--- config.mk ---
export PLATFORM = sky130hd
export DESIGN_NAME = fetch_unit
export DESIGN_NICKNAME = d
export VERILOG_FILES = /design/src/rtl/fetch_unit.sv
export SDC_FILE = /design/constraint.sdc
export NUM_CORES = 1
export LEC_CHECK = 0
export CORE_ASPECT_RATIO = 1.5
export CORE_MARGIN = 2
export CORE_UTILIZATION = 35
export DETAILED_ROUTE_END_ITERATION = 16
export PLACE_DENSITY = 0.64
export SLEW_MARGIN = 20
export SYNTH_ARGS = -nofsm -noshare
export SYNTH_HDL_FRONTEND = slang
export SYNTH_SLANG_ARGS = --single-unit
--- constraint.sdc ---
create_clock -name clock -period 3 [get_ports clock]
set_input_delay 0.3 -clock clock [delete_from_list [all_inputs] [get_ports clock]]
set_output_delay 0.3 -clock clock [all_outputs]
set_load 0.02 [all_outputs]
--- src/rtl/fetch_unit.sv ---
// Instruction fetch: owns the PC, issues reads to the synchronous Memory, and queues {pc, word} in an in-order prefetch FIFO.
// Two-cycle fetch latency; a FIFO slot is reserved before a read issues, so a returning word always finds space.
module fetch_unit #(
  parameter int DEPTH  = 4,
  parameter int ADDR_W = 16,
  parameter int DATA_W = 16
) (
  input  logic              clock,
  input  logic              reset_n,
  input  logic              fetch_enable,
  input  logic              mem_grant,
  output logic              MemRead,
  output logic [ADDR_W-1:0] MemAddr,
  input  logic [DATA_W-1:0] MemOut,
  input  logic              redirect_valid,
  input  logic [ADDR_W-1:0] redirect_pc,
  output logic              instr_valid,
  output logic [DATA_W-1:0] instr,
  output logic [ADDR_W-1:0] instr_pc,
  input  logic              instr_ready
);

  localparam int PTR_W = $clog2(DEPTH);
  localparam int CNT_W = PTR_W + 1;
  localparam logic [CNT_W:0]   DEPTH_OCC = (CNT_W + 1)'(DEPTH);
  localparam logic [PTR_W-1:0] PTR_ONE   = PTR_W'(1);
  localparam logic [CNT_W-1:0] CNT_ONE   = CNT_W'(1);
  localparam logic [ADDR_W-1:0] PC_ONE   = ADDR_W'(1);

  logic [ADDR_W-1:0] pc_q, pc_d, pend_pc_q, pend_pc_d;
  logic              pending_q, pending_d;
  logic [PTR_W-1:0]  rd_ptr_q, rd_ptr_d, wr_ptr_q, wr_ptr_d;
  logic [CNT_W-1:0]  count_q, count_d;
  logic [DATA_W-1:0] hold_instr_q, hold_instr_d;
  logic [ADDR_W-1:0] hold_pc_q, hold_pc_d;
  logic [DATA_W-1:0] fifo_dat_q [DEPTH];
  logic [ADDR_W-1:0] fifo_pc_q  [DEPTH];
  logic [CNT_W:0]    occupancy;
  logic              issue, push, pop;

  // The in-flight read counts as occupied so its response can never overflow.
  assign occupancy = {1'b0, count_q} + {{CNT_W{1'b0}}, pending_q};
  assign issue     = reset_n & fetch_enable & mem_grant & ~redirect_valid & (occupancy < DEPTH_OCC);
  assign push      = pending_q & ~redirect_valid;
  assign pop       = instr_valid & instr_ready & ~redirect_valid;

  assign MemRead     = issue;
  assign MemAddr     = pc_q;
  assign instr_valid = (count_q != '0);
  assign instr       = instr_valid ? fifo_dat_q[rd_ptr_q] : hold_instr_q;
  assign instr_pc    = instr_valid ? fifo_pc_q[rd_ptr_q]  : hold_pc_q;

  always_comb begin
    pc_d         = pc_q;
    pend_pc_d    = pend_pc_q;
    pending_d    = issue;
    rd_ptr_d     = rd_ptr_q;
    wr_ptr_d     = wr_ptr_q;
    count_d      = count_q;
    hold_instr_d = instr;
    hold_pc_d    = instr_pc;
    if (issue) begin
      pc_d      = pc_q + PC_ONE;
      pend_pc_d = pc_q;
    end
    if (redirect_valid) begin
      pc_d      = redirect_pc;
      pending_d = 1'b0;
      rd_ptr_d  = '0;
      wr_ptr_d  = '0;
      count_d   = '0;
    end else begin
      if (push) wr_ptr_d = wr_ptr_q + PTR_ONE;
      if (pop)  rd_ptr_d = rd_ptr_q + PTR_ONE;
      if (push && !pop)      count_d = count_q + CNT_ONE;
      else if (pop && !push) count_d = count_q - CNT_ONE;
    end
  end

  always_ff @(posedge clock or negedge reset_n) begin
    if (!reset_n) begin
      pc_q         <= '0;
      pend_pc_q    <= '0;
      pending_q    <= 1'b0;
      rd_ptr_q     <= '0;
      wr_ptr_q     <= '0;
      count_q      <= '0;
      hold_instr_q <= '0;
      hold_pc_q    <= '0;
    end else begin
      pc_q         <= pc_d;
      pend_pc_q    <= pend_pc_d;
      pending_q    <= pending_d;
      rd_ptr_q     <= rd_ptr_d;
      wr_ptr_q     <= wr_ptr_d;
      count_q      <= count_d;
      hold_instr_q <= hold_instr_d;
      hold_pc_q    <= hold_pc_d;
    end
  end

  // Entry payload needs no reset: it is only visible while count_q says it is valid.
  always_ff @(posedge clock) begin
    if (push) begin
      fifo_dat_q[wr_ptr_q] <= MemOut;
      fifo_pc_q[wr_ptr_q]  <= pend_pc_q;
    end
  end

endmodule

## Word-level counts from Yosys, hierarchy flattened

Memories as Yosys holds them, arrays and structs flattened.
Cells that the tools add are included.
Widths: inputs -> output; s select.

| storage, ports and cells | value |
|---|---|
| output and inout port bits | 50 |
| register bits after elaboration | 72 |
| logic and storage cells | 48 |
| bits of input ports | 38 |
| bits in writable memories | 128 |
| memories kept | 2 |

Memories:

| memory | words | bits a word | read ports | clocked after memory_dff | write ports | RTL line | source |
|---|---|---|---|---|---|---|---|
| fifo_dat_q | 4 | 16 | 1 | 0 | 1 | 36 | `logic [DATA_W-1:0] fifo_dat_q [DEPTH];` |
| fifo_pc_q | 4 | 16 | 1 | 0 | 1 | 37 | `logic [ADDR_W-1:0] fifo_pc_q [DEPTH];` |

| operators by class | value |
|---|---|
| $lt $le $gt $ge | 1 |
| muxes and demuxes | 14 |
| reduce and logical (&&, ||, !) cells | 9 |
| $add $sub $neg | 6 |
| bitwise gates (word level) | 8 |

Operators by type and width:

| cell | count |
|---|---|
| $mux 16 | 4 |
| $add 16x1->16 const B | 1 |
| $mux 3 | 3 |
| $mux 2 | 4 |
| $and 1x1->1 | 7 |
| $reduce_bool 2->1 | 3 |
| $reduce_bool 3->1 | 2 |
| $add 2x1->2 const B | 2 |
| $add 3x1->4 | 1 |
| $lt 4x3->1 const B | 1 |
| $add 3x1->3 const B | 1 |
| $mux 1 | 3 |
| $sub 3x1->3 const B | 1 |
| $logic_and 1x1->1 | 2 |
| $logic_not 1->1 | 2 |
| $not 1->1 | 1 |

## Depth between registers and ports, before layout

Gate-level depths: netlist of run 1.

| logic depth | value |
|---|---|
| word-level depth | 7 |
| mapped depth | 8 |
| depth with buffers taken out | 7 |

## Worst setup path before layout of run 1

OpenSTA, ideal clock, no wires.

| path | value |
|---|---|
| kind | register -> output |
| start point | reg rd_ptr_q[0] |
| end point | out instr[10] |
| cell stages (with the launch flop) | 5 |
| path buffers | 2 |
| arrival | 1.638 ns |
| slack | 1.062 ns |
| path through | dfrtp_1 > buf_2 > buf_2 > mux4_2 > mux2_2 |

| on the way | value |
|---|---|
| longest elaborated chain between the ends | 2 |

Ends and longest elaborated chain:

| what | RTL line | source |
|---|---|---|
| from (decl) | 32 | `logic [PTR_W-1:0] rd_ptr_q, rd_ptr_d, wr_ptr_q, wr_ptr_d;` |
| from (signal assigned) | 94 | `rd_ptr_q <= rd_ptr_d;` |
| $mem_v2 4x16 | - |  |
| $mux 16 | 50 | `assign instr = instr_valid ? fifo_dat_q[rd_ptr_q] : hold_instr_q;` |
| to (decl) | 18 | `output logic [DATA_W-1:0] instr,` |

Every way passes these cells.

## Final worst setup path of run 1

| path | value |
|---|---|
| start point | reg count_q[0] |
| end point | out instr[5] |

| on the way | value |
|---|---|
| longest elaborated chain between the ends | 2 |

Ends and longest elaborated chain:

| what | RTL line | source |
|---|---|---|
| from (decl) | 33 | `logic [CNT_W-1:0] count_q, count_d;` |
| from (signal assigned) | 96 | `count_q <= count_d;` |
| $reduce_bool 3->1 | 49 | `assign instr_valid = (count_q != '0);` |
| $mux 16 | 50 |  |

Every way passes these cells.

==> flow_metrics.tcl, run 1 <==
set metrics [dict create \
    vias 4136 \
    cts_setup_buffers 0 \
    ys_seq_elements 200 \
    ir_worst_vdd_uv 338.5 \
    cts_tree "done" \
    detail-route-antenna-nets 0 \
    antenna_found_initial 0 \
    hold_class "in -> async" \
    cts_num_sinks 200 \
    setup_ws_ps 97.77 \
    syn-cell-area_um2 7861 \
    synth-edff-count 128 \
    synth_warnings 0 \
    cp_slowest_stage_delay_ps 610 \
    grt_pass1_wl_um 24920 \
    drt_iter0_markers 182 \
    reg2regPathDepth 6 \
    synth_nets 472 \
    cp-end-kind "output port" \
    ios 88 \
    critPathBufInv 2 \
    fin_setup_tns_ps 0 \
    finalCritPeriodShare_pct 96.74 \
    cp.arrival_ps 2600 \
    cp.depth 4 \
    first_pass_iters 4 \
    layout_commonest_cell "edfxtp_1" \
    die_y_um 187.6 \
    port_buffers 87 \
    netlist_instances 428 \
    r2r-start "count_q[0]" \
    cts_max_level 4 \
    ys_seq_area_share_pct 71.81 \
    synth.distinct_cells 46 \
    rows 67 \
    synth_ff_type "edfxtp_1" \
    final_util_pct 43.85 \
    grt_max_degree 64 \
    viasPerCell 5.069 \
    finalHoldViolations 0 \
    routabilityCongestion 0.7429 \
    yosysTopAreaCell "edfxtp_1" \
    dp.cells 783 \
    grtUsageTotal_pct 13.87 \
    path_max_fanout 31 \
    async_reset_ff_share_pct 36.00 \
    cp_top_family "buffers and inverters" \
    slew_violations 0 \
    cts_root_buf "clkbuf_16" \
    gr-total-overflow 0 \
    reg2reg_slack_ps 790 \
    hpwlAfterDp_um 10620 \
    cts_buffers 17 \
    setup_violations 0 \
    wl_um 15720 \
    power.density_nw_per_um2 896.9 \
    most-common-layout-cells "edfxtp_1, clkdlybuf4s50_1, dfrtp_1" \
    insertedDiodeCount 0 \
    fp.dieW_um 126.4 \
    rsz0062_at_grt "false" \
    clk_pin_slew_worst_paths_ps 70 \
    synth_area_leaders "edfxtp_1, dfrtp_1, mux4_2" \
    grt_pass1_vias 4566 \
    syn-mean-instance-area_um2 18.37 \
    cp.required_ps 2700 \
    path_class "reg -> out" \
    dp_slack_ps 388.9 \
    skew_ps 9.162 \
    worst_pin_slew_ps 883.6 \
    stdcell_count 816 \
    worst_setup_path_start_kind "register" \
    core_um2 22220 \
    outcome "finished, final reports clean" \
    clock.fmax_ghz 0.3446 \
    clk_latency_ps 430 \
    drc_errors 0 \
    die-area_um2 23700 \
    num-fill-cells 1895 \
    fin_nets 571 \
    slew_headroom_pct 41.09 \
    maxCapViolCount 0 \
    synth_top_area_share_pct 48.89 \
    clockBufferDepth 2 \
    drive_gt1_share_pct 25.19 \
    area_growth_pct 23.92 \
    avgRoutedWirePerCell_um 19.26 \
    crit_path_start "count_q[0]" \
    p_leak_nw 3.388 \
    fin_crit_ps 2902 \
    cp_slowest_cell "clkdlybuf4s50_1" \
    crit_path_cell_trace "or3_2 -> buf_12 -> mux2_2 -> clkdlybuf4s50_1" \
    start_util_pct 35.39 \
]
-- cells in the mapped netlist (all sizes together) (6+ instances only) --
library cell  instances
nand3                 7
a31oi                 7
xnor2                 7
and2                  6
dfrtp                72
edfxtp              128
nor2                 14
nand2                12
inv                  10
mux2                 48
o21ai                13
clkbuf                8
mux4                 32
buf                  12
-- layout make-up --
cell class              count  area (um^2)  share of cell area, %
clock buffers              22        485.5                  4.983
clock inverters            10        83.83                 0.8605
inverters                  10        37.54                 0.3853
multi-input cells         198         2085                  21.40
flip-flops and latches    200         5649                  57.99
well taps                 276        345.3                  3.545
repair buffers            100         1056                  10.84
-- registers in the layout, summed over array words and instances, names as in the netlist --
| name | count |
|---|---|
| pend_pc_q | 16 |
| fifo_pc_q | 64 |
| count_q | 3 |
| pending_q | 1 |
| hold_pc_q | 16 |
| MemAddr | 16 |
| wr_ptr_q | 2 |
| rd_ptr_q | 2 |
| fifo_dat_q | 64 |
| hold_instr_q | 16 |
-- per-stage QoR --
| step | hold WS, ps | power (mW) | area, um^2 |
|---|---|---|---|
| after detailed placement | 180.9 | 6.671 | 9160 |
| after global placement | 173.7 | 6.612 | 9160 |
| after floorplan | 4.409 | 5.398 | 7861 |
| after global routing | 272.9 | 9.133 | 9742 |
| final | 275.7 | 8.738 | 9742 |
| after CTS | 266.2 | 8.841 | 9739 |
-- where the power goes --
group | switching (mW) | internal [mW] | total, mW
logic | 1.38 | 1.52 | 2.90
registers | 0.269 | 3.41 | 3.68
clock network | 0.985 | 1.17 | 2.16
total | 2.63 | 6.11 | 8.74
-- routing by layer --
metal  GRT usage [%]  part of all wire (%)
met1           15.98                    40
met2           24.37                    54
met3           2.996                   3.0
met4           6.509                   3.2
met5               0                     0
-- worst reg2reg max path: cells and delay by family, from the launching register on --
family	cells	cell delay, ps
adders and majority gates	1	250
and+or+nand+nor	2	460
DFF	1	440
AOI/OAI and AO/OA	3	970
-- logic make-up after synthesis --
| family | Yosys count | share of synthesized area, % |
|---|---|---|
| AND/OR/NAND/NOR | 69 | 5.459 |
| multiplexers | 82 | 16.30 |
| adder cells (fa/ha/maj) | 6 | 1.050 |
| buffers and inverters | 30 | 1.751 |
| XOR/XNOR | 11 | 1.225 |
| flip-flops | 200 | 71.81 |
| AO/OA/AOI/OAI | 30 | 2.403 |
-- path summary, 6_finish.rpt --
check / endpoint
max in group asynchronous: hold_instr_q[0]
setup / recovery: instr[5]
setup reg to reg: count_q[2]
hold / removal: count_q[2]
hold reg to reg: hold_pc_q[14]
min in group clock: MemAddr[5]
-- what timing repair did --
action                                  in CTS  in global routing
gates resized for setup                      0                  1
hold buffers                                 1                  0
hold endpoints to repair                     9                  0
endpoints found under the setup margin       0                 12
(Power assumes the default switching activity.)
==> inputs of run 2 (changes only) <==
--- a/config.mk
+++ b/config.mk
@@ -6,7 +6,6 @@
 export NUM_CORES = 1
 export LEC_CHECK = 0
 export CORE_ASPECT_RATIO = 1.5
-export CORE_MARGIN = 2
 export CORE_UTILIZATION = 35
 export DETAILED_ROUTE_END_ITERATION = 16
 export PLACE_DENSITY = 0.64
==> flow_metrics.tcl, run 2 (synthesized netlist as in run 1, its figures left out) <==
set metrics [dict create \
    worst_setup_path_start_kind "register" \
    wl_um 15620 \
    ios 88 \
    hpwlAfterDp_um 10520 \
    core_um2 21880 \
    p_int_mw 6.049 \
    routabilityCongestion 0.7878 \
    cts_root_buf "clkbuf_16" \
    grt_pass1_vias 4390 \
    stdcell_count 813 \
    whs_ps 227.5 \
    cp-end-kind "output port" \
    die-area_um2 23080 \
    fin_crit_ps 2841 \
    num-fill-cells 1871 \
    dp.cells 781 \
    cts_buffers 17 \
    first_pass_iters 4 \
    post-route-cell-area_um2 9704 \
    clockBufferDepth 2 \
    largest_registers "fifo_dat_q x64, fifo_pc_q x64" \
    slew_violations 0 \
    cts_max_level 4 \
    antenna_found_initial 0 \
    most-common-layout-cells "edfxtp_1, clkdlybuf4s50_1, dfrtp_1" \
    grt_pass1_wl_um 24320 \
    multi_input_area_um2 2085 \
    switching_share_pct 30.30 \
    dp_slack_ps 573.2 \
    p_comb_share_pct 32.7 \
    setup_ws_ps 158.6 \
    port_buffers 87 \
    viasPerCell 5.087 \
    path_max_fanout 15 \
    seqPwrFrac_pct 42.1 \
    ir_worst_vdd_uv 433.6 \
    clock.fmax_ghz 0.3519 \
    drc_errors 0 \
    rsz0062_at_grt "false" \
    grt_max_degree 73 \
    fp.dieW_um 124.4 \
    fin_nets 572 \
    gr-total-overflow 0 \
    fin_setup_tns_ps 0 \
    setup_violations 0 \
    pwr-share-clk_pct 25.2 \
    final_util_pct 44.35 \
    drt_iter0_markers 248 \
    grtUsageTotal_pct 14.07 \
    path_class "reg -> out" \
    finalCritPeriodShare_pct 94.71 \
    worst_pin_slew_ps 994.1 \
    layout_commonest_cell "edfxtp_1" \
    finalHoldViolations 0 \
    netSwitchingPower_mw 2.629 \
    start_util_pct 35.92 \
    hold_class "in -> async" \
    power_mw 8.678 \
    detail-route-antenna-nets 0 \
    maxCapViolCount 0 \
    avgRoutedWirePerCell_um 19.21 \
    vias 4136 \
    cts_setup_buffers 0 \
    clk_latency_ps 430 \
    die_y_um 185.6 \
    register_area_um2 5648 \
    power.density_nw_per_um2 894.3 \
    area_growth_pct 23.44 \
    cp.arrival_ps 2540 \
    slew_headroom_pct 33.72 \
    cp.required_ps 2700 \
    insertedDiodeCount 0 \
    cts_hold_buf 0 \
    drive_gt1_share_pct 25.69 \
    cts_tree "done" \
    rows 66 \
    outcome "finished, final reports clean" \
    clk_pin_slew_worst_paths_ps 80 \
    skew_ps 10.39 \
    p_leak_nw 3.372 \
    cts_num_sinks 200 \
    placed_cell_area_um2 9134 \
    cts_resized 0 \
]
-- run 2: cell count changes in the layout (fill, tap and decap cells not counted), sizes merged --
cell	change
buf	+2
clkbuf	-4
bufinv	+1
dlygate4sd3	-1
clkinvlp	+2
inv	+1
-- run 2: final cells by class --
class	instances	area share, %
clock buffers	18	4.422
flip-flops and latches	200	58.20
well taps	272	3.507
multi-input cells	198	21.48
inverters	10	0.3868
repair buffers	101	10.55
clock inverters	14	1.457
-- run 2: per-layer routing --
layer | track usage [%] | wire length (um)
met5 | 0 | 0
met3 | 2.386 | 439
met2 | 25.22 | 8516
met1 | 16.41 | 6347
met4 | 6.554 | 317
-- run 2: path summary, 6_finish.rpt --
path	slack, ps	depth (start not counted)	from	to
min in group clock	300	3	reset_n	pending_q
min	230	2	reset_n	hold_pc_q[0]
min reg2reg	500	1	hold_instr_q[14]	hold_instr_q[14]
max in group asynchronous	2100	2	reset_n	rd_ptr_q[0]
max reg2reg	740	6	count_q[2]	count_q[2]
max	160	4	rd_ptr_q[1]	instr_pc[2]
-- run 2: critical path: stages, from the launching register on --
cell and delay [ps]:
dfrtp_2 620, buf_4 310, mux4_2 320, mux2_2 310, clkdlybuf4s50_1 540
-- run 2: power by group through the flow --
stage          registers [mW]  clock network (mW)  logic [mW]
6_report                 3.66                2.19        2.83
5_1_grt                  3.71                2.35        3.01
4_1_cts                  3.66                2.25        2.89
3_5_place_dp             3.72                   0        2.88
3_3_place_gp             3.69                   0        2.85
2_1_floorplan            3.64                   0        1.76
